### config.mk
export PLATFORM = sky130hd
export DESIGN_NAME = or4_share_arbiter
export DESIGN_NICKNAME = d
export VERILOG_FILES = /design/src/rtl/or4_share_arbiter.sv
export SDC_FILE = /design/constraint.sdc
export NUM_CORES = 1
export LEC_CHECK = 0
export BUFFER_PORTS_ARGS = -buffer_cell sky130_fd_sc_hd__buf_2
export CORE_UTILIZATION = 45
export CTS_BUF_LIST = sky130_fd_sc_hd__clkbuf_4 sky130_fd_sc_hd__clkbuf_8
export DETAILED_ROUTE_END_ITERATION = 8
export PLACE_DENSITY = 0.74
export SYNTH_ARGS = -nofsm -noshare
export SYNTH_HDL_FRONTEND = slang
export SYNTH_SLANG_ARGS = --single-unit
### constraint.sdc
create_clock -name clk -period 2.05 [get_ports clk]
set_clock_uncertainty 0.15 [all_clocks]
set_input_delay 0.1025 -clock clk [delete_from_list [all_inputs] [get_ports clk]]
set_output_delay 0.1025 -clock clk [all_outputs]
set_load 0.05 [all_outputs]
### src/rtl/or4_share_arbiter.sv
// Time-shares one 74x32 quad 2-input OR among NUM_REQ requesters (round-robin, or fixed priority with OR4_SHARE_ARB_FIXED_PRIO_EN).
// Latency: grant on the edge a request is seen in IDLE; ack and res appear SETTLE_CYCLES+1 cycles later.
// Backpressure: one operation in flight; other requests wait until the next IDLE cycle; min turnaround SETTLE_CYCLES+2.
module or4_share_arbiter #(
    parameter int NUM_REQ       = 4,
    parameter int SETTLE_CYCLES = 2
) (
    input  logic                 clk,
    input  logic                 rst_n,
    input  logic [NUM_REQ-1:0]   req,
    input  logic [4*NUM_REQ-1:0] a_in,
    input  logic [4*NUM_REQ-1:0] b_in,
    output logic [NUM_REQ-1:0]   gnt,
    output logic [NUM_REQ-1:0]   ack,
    output logic [3:0]           res,
    output logic                 busy,
    output logic [3:0]           or_a,
    output logic [3:0]           or_b,
    input  logic [3:0]           or_y
);
    localparam int                 PTR_W    = $clog2(NUM_REQ);
    localparam int                 IDX_W    = PTR_W + 1;
    localparam logic [NUM_REQ-1:0] ONE_HOT0 = NUM_REQ'(1);
    localparam logic [IDX_W-1:0]   NUM_IDX  = IDX_W'(NUM_REQ);
    localparam logic [PTR_W-1:0]   LAST     = PTR_W'(NUM_REQ - 1);
    localparam logic [3:0]         CNT_LOAD = 4'(SETTLE_CYCLES - 1);

    typedef enum logic [1:0] {
        IDLE    = 2'd0,
        SETTLE  = 2'd1,
        CAPTURE = 2'd2
    } state_t;

    state_t           state;
    state_t           state_nxt;
    logic [3:0]       cnt;
    logic [PTR_W-1:0] win;
    logic [PTR_W-1:0] pick;
    logic [PTR_W-1:0] start;
    logic [IDX_W-1:0] idx;
    logic             found;

`ifdef OR4_SHARE_ARB_FIXED_PRIO_EN
    // Fixed priority: the search always starts at requester 0.
    assign start = '0;
`else
    logic [PTR_W-1:0] ptr;

    assign start = ptr;

    // Rotate the search start to just past the requester that was served last.
    always_ff @(posedge clk or negedge rst_n) begin
        if (!rst_n) begin
            ptr <= '0;
        end else if (state == CAPTURE) begin
            ptr <= (win == LAST) ? '0 : win + 1'b1;
        end
    end
`endif

    // Find the first set request at or after the start index, wrapping past NUM_REQ-1.
    always_comb begin
        found = 1'b0;
        pick  = '0;
        idx   = '0;
        for (int i = 0; i < NUM_REQ; i++) begin
            idx = {1'b0, start} + IDX_W'(i);
            if (idx >= NUM_IDX) begin
                idx = idx - NUM_IDX;
            end
            if (!found && req[idx[PTR_W-1:0]]) begin
                found = 1'b1;
                pick  = idx[PTR_W-1:0];
            end
        end
    end

    // State register.
    always_ff @(posedge clk or negedge rst_n) begin
        if (!rst_n) begin
            state <= IDLE;
        end else begin
            state <= state_nxt;
        end
    end

    // Next-state: IDLE always lasts at least one cycle, SETTLE runs until cnt hits zero.
    always_comb begin
        state_nxt = state;
        case (state)
            IDLE:    if (found) state_nxt = SETTLE;
            SETTLE:  if (cnt == 4'd0) state_nxt = CAPTURE;
            CAPTURE: state_nxt = IDLE;
            default: state_nxt = IDLE;
        endcase
    end

    assign busy = (state != IDLE);

    // Operand drive, settle counter, result capture and the one-cycle ack pulse.
    always_ff @(posedge clk or negedge rst_n) begin
        if (!rst_n) begin
            gnt  <= '0;
            ack  <= '0;
            res  <= '0;
            or_a <= '0;
            or_b <= '0;
            cnt  <= '0;
            win  <= '0;
        end else begin
            ack <= '0;
            case (state)
                IDLE: begin
                    if (found) begin
                        or_a <= a_in[{pick, 2'b00} +: 4];
                        or_b <= b_in[{pick, 2'b00} +: 4];
                        gnt  <= ONE_HOT0 << pick;
                        win  <= pick;
                        cnt  <= CNT_LOAD;
                    end else begin
                        or_a <= '0;
                        or_b <= '0;
                        gnt  <= '0;
                    end
                end
                SETTLE: begin
                    if (cnt != 4'd0) begin
                        cnt <= cnt - 4'd1;
                    end
                end
                CAPTURE: begin
                    res  <= or_y;
                    ack  <= ONE_HOT0 << win;
                    gnt  <= '0;
                    or_a <= '0;
                    or_b <= '0;
                end
                default: begin
                    gnt <= '0;
                end
            endcase
        end
    end
endmodule

==> impl_summary.md <==
Clock network
The number of clock sinks is 30. After clock tree synthesis, the clock-pin slew on the worst setup and hold paths is 0.09 ns. TritonCTS built the clock tree.

The H-tree was split into 2 levels. The maximum root-to-sink buffer count is 2. The clock reaches the later pin of the worst-skew pair after 0.33 ns. In this run, CTS created clock tree buffers numbering 5. The cell sitting at the root of the clock tree is a sky130_fd_sc_hd__clkbuf_4.

STA
The count of endpoints failing hold in the final timing report came to 0. The fmax is 511 MHz. The summed negative setup slack over all endpoints is 0 ns.

The transition time at the pin with the least slew margin is 0.659 ns. Setup repair after global routing left no endpoint under its margin. The worst path uses 95.5% of the clock period. The worst slew slack as a fraction of its limit is 56.1%. The minimum clock period after layout is 1.96 ns. The number of pins with negative max-slew slack in the final report is 0. The number of setup violations in the final report is 0.

Detailed routing
The post-route antenna net violation count is 0. The total length of routed wires is 4570 µm. Using the TritonRoute via totals, the vias-per-cell ratio works out to 5.24. The first routing iteration left 69 violations.

The first TritonRoute pass finished after 4 iterations. In the final routed layout, each cell accounts on average for 15.4 µm. Across all layers, the routed design uses 1552 vias. After detailed routing, the number of remaining DRC violations is 0.

Final layout
The area overhead of the layout relative to synthesis is 55.5%. Of the cells placed in the final design, the portion with a size suffix greater than 1 is 34.1%. The final design instance area without fill is 2370 µm². The number of filler cells placed in the layout is 196.

After the last flow step, the layout net total stands at 299. The number of antenna diodes in the final layout is 0.

Logic synthesis
Summing the areas of all compound-gate instances in the mapped netlist gives 12.0% of the synthesized area. The async set or reset register ratio after synthesis is 100%. The xor and xnor area share after synthesis is 0%. Summing the areas of all fa, ha and maj instances in the mapped netlist gives 4.92% of the synthesized area.

After synthesis, the largest family of logic cells by area is multiplexers. Synthesis produced a netlist whose cell count is 145. The number of synthesized flops with an enable pin is 0. The post-synthesis net count is 193. Multiplexer cells account for 16.3% of the synthesized area. The sequential element share of the synthesized area is 49.2%. The cell area after technology mapping is 1530 µm². Among all flip-flop cells after synthesis, the most frequent one is sky130_fd_sc_hd__dfrtp_1. The post-synthesis share of cell area spent on and, or, nand and nor gates is 14.3%. After synthesis, the netlist uses 27 different library cells.

The Yosys step of the flow raised 0 warnings. A synthesized cell averages 10.5 µm². Synthesis inferred 30 register bits.

Global route
Entering global routing, the biggest net connects 31 pins. The initial antenna violation count is 0. Global routing consumed, over all layers together, 28.0% of the routing resources. The remaining global-route overflow is 0. The number of global-route vias before repair is 1580. The wire length of the first global-routing pass is 7250 µm.

Die
The die span in x is 60.2 µm. Row generation in the floorplan step produced 20 rows. The die covers 3630 µm².

63 I/O pins were placed. The vertical extent of the die is 60.2 µm. The placeable core region is 3130 µm². For this configuration, the core starts out at a cell density of 48.8%.

Outcome
The run finished with clean final reports.

Setup path
The critical path is of the reg2reg type. Data on the critical path is required at its endpoint by 2.09 ns. The nature of the critical path endpoint is a flop.

The data arrival at the endpoint of the critical path is 1.99 ns. The kind of launch point of the worst setup path is a flop. The maximum fanout along the worst path is 14.

Power and ir drop
For this design the static power due to leakage is 1.22 nW. Total power for the finished layout comes to 3.20 mW. Dividing total power by cell area gives a power density of 1350 nW/µm². The worst-case vdd ir drop is 913 µV.

Hold path
In this run the worst hold path is classified as in2reg.

Placement
The final estimated routing congestion in global placement is 0.857. The cell area after placement is 1920 µm². Once detailed placement completed, the half-perimeter wirelength came to 2630 µm. The number of buffer cells added on primary ports is 62.

Run
The number of max-cap violations is 0.
==> logic make-up after synthesis <==
family,count (synthesis)
compound gates,26
fa+ha+maj,6
buf+inv,13
simple gates,46
mux,24
flops,30
==> critical path, cell delays in order, from the launching register on <==
cell and delay, ns:
sky130_fd_sc_hd__dfrtp_1 0.44, sky130_fd_sc_hd__mux2i_1 0.18, sky130_fd_sc_hd__a211oi_4 0.42, sky130_fd_sc_hd__buf_12 0.22, sky130_fd_sc_hd__mux2i_2 0.25, sky130_fd_sc_hd__o221ai_1 0.16
==> flip-flops by register name, indices dropped and copies added (netlist names) <==
name	count
state	2
res	4
gnt	4
cnt	4
or_b	4
win	2
or_a	4
ack	4
ptr	2
==> final timing paths <==
| check | from | end | slack, ns | cells past startpoint |
|---|---|---|---|---|
| hold / removal | req[0] | win[0] | 0.03 | 4 |
| setup / recovery | ptr[1] | or_a[2] | 0.09 | 5 |
| setup reg to reg | ptr[1] | or_a[2] | 0.09 | 5 |
| max in group asynchronous | rst_n | res[1] | 1.15 | 2 |
| min in group asynchronous | rst_n | cnt[1] | 0.17 | 2 |
| hold reg to reg | or_b[1] | or_b[1] | 0.36 | 2 |
==> timing repair <==
item	in CTS	in global routing
endpoints found under the setup margin	0	7
hold buffers	37	0
buffers inserted	0	2
hold endpoints to repair	42	0
resized for setup	0	2
==> area by class of cell <==
| cell class | count | area (µm²) | share of cell area, % |
|---|---|---|---|
| multi-input cells | 102 | 739 | 31.2 |
| flip-flops and latches | 30 | 751 | 31.6 |
| clock buffers | 7 | 58.8 | 2.48 |
| inverters | 7 | 26.3 | 1.11 |
| well taps | 44 | 55.1 | 2.32 |
| clock inverters | 1 | 5.00 | 0.211 |
| repair buffers | 105 | 738 | 31.1 |
==> cells in the final DEF, fill, tap and decap left out, types with 3 or more instances in the layout <==
cell type	instances
sky130_fd_sc_hd__nand2b_1	3
sky130_fd_sc_hd__and2_1	4
sky130_fd_sc_hd__ha_1	6
sky130_fd_sc_hd__dlygate4sd3_1	37
sky130_fd_sc_hd__nand2_1	18
sky130_fd_sc_hd__nand3_1	3
sky130_fd_sc_hd__o21ai_0	5
sky130_fd_sc_hd__mux2i_1	15
sky130_fd_sc_hd__mux2_2	7
sky130_fd_sc_hd__buf_2	62
sky130_fd_sc_hd__a21oi_1	7
sky130_fd_sc_hd__o221ai_1	8
sky130_fd_sc_hd__inv_1	7
sky130_fd_sc_hd__buf_4	5
sky130_fd_sc_hd__nor2_1	10
sky130_fd_sc_hd__dfrtp_1	30
sky130_fd_sc_hd__clkbuf_4	6
==> synthesized netlist by cell type (3+ instances only) <==
| library cell | count | area (µm²) |
|---|---|---|
| sky130_fd_sc_hd__dfrtp_1 | 30 | 751 |
| sky130_fd_sc_hd__nand2_1 | 18 | 67.6 |
| sky130_fd_sc_hd__mux2i_1 | 17 | 170 |
| sky130_fd_sc_hd__nor2_1 | 10 | 37.5 |
| sky130_fd_sc_hd__o221ai_1 | 8 | 70.1 |
| sky130_fd_sc_hd__a21oi_1 | 7 | 35.0 |
| sky130_fd_sc_hd__inv_1 | 7 | 26.3 |
| sky130_fd_sc_hd__mux2_2 | 7 | 78.8 |
| sky130_fd_sc_hd__ha_1 | 6 | 75.1 |
| sky130_fd_sc_hd__o21ai_0 | 5 | 25.0 |
| sky130_fd_sc_hd__and2_1 | 4 | 25.0 |
| sky130_fd_sc_hd__clkbuf_1 | 4 | 15.0 |
| sky130_fd_sc_hd__nand2b_1 | 3 | 18.8 |
| sky130_fd_sc_hd__nand3_1 | 3 | 15.0 |
==> per-stage QoR <==
step           worst slack [ns]  instances  util [%]  hold slack (ns)
6_report                 0.0921        296      75.9           0.0286
5_1_grt                  0.0233        296      75.9           0.0469
4_1_cts                  0.0461        294      75.2           0.0387
3_5_place_dp             0.0774        249      61.3           0.0249
3_3_place_gp              0.165        249      61.3          0.00995
2_1_floorplan             0.240        145         -           -0.343
==> metal layers <==
layer | routed length (µm) | share of wire (%) | track usage [%]
met5 | 0 | 0 | 0
met4 | 138 | 3.0 | 11.6
met3 | 393 | 8.6 | 9.09
met2 | 2110 | 46 | 44.6
met1 | 1930 | 42 | 34.8
==> report_power, final <==
group	total [mW]	internal (mW)	switching, mW
clock network	0.384	0.179	0.205
logic	1.79	0.643	1.15
registers	1.02	0.827	0.197
No activity file was read; power rests on OpenSTA's default activity.
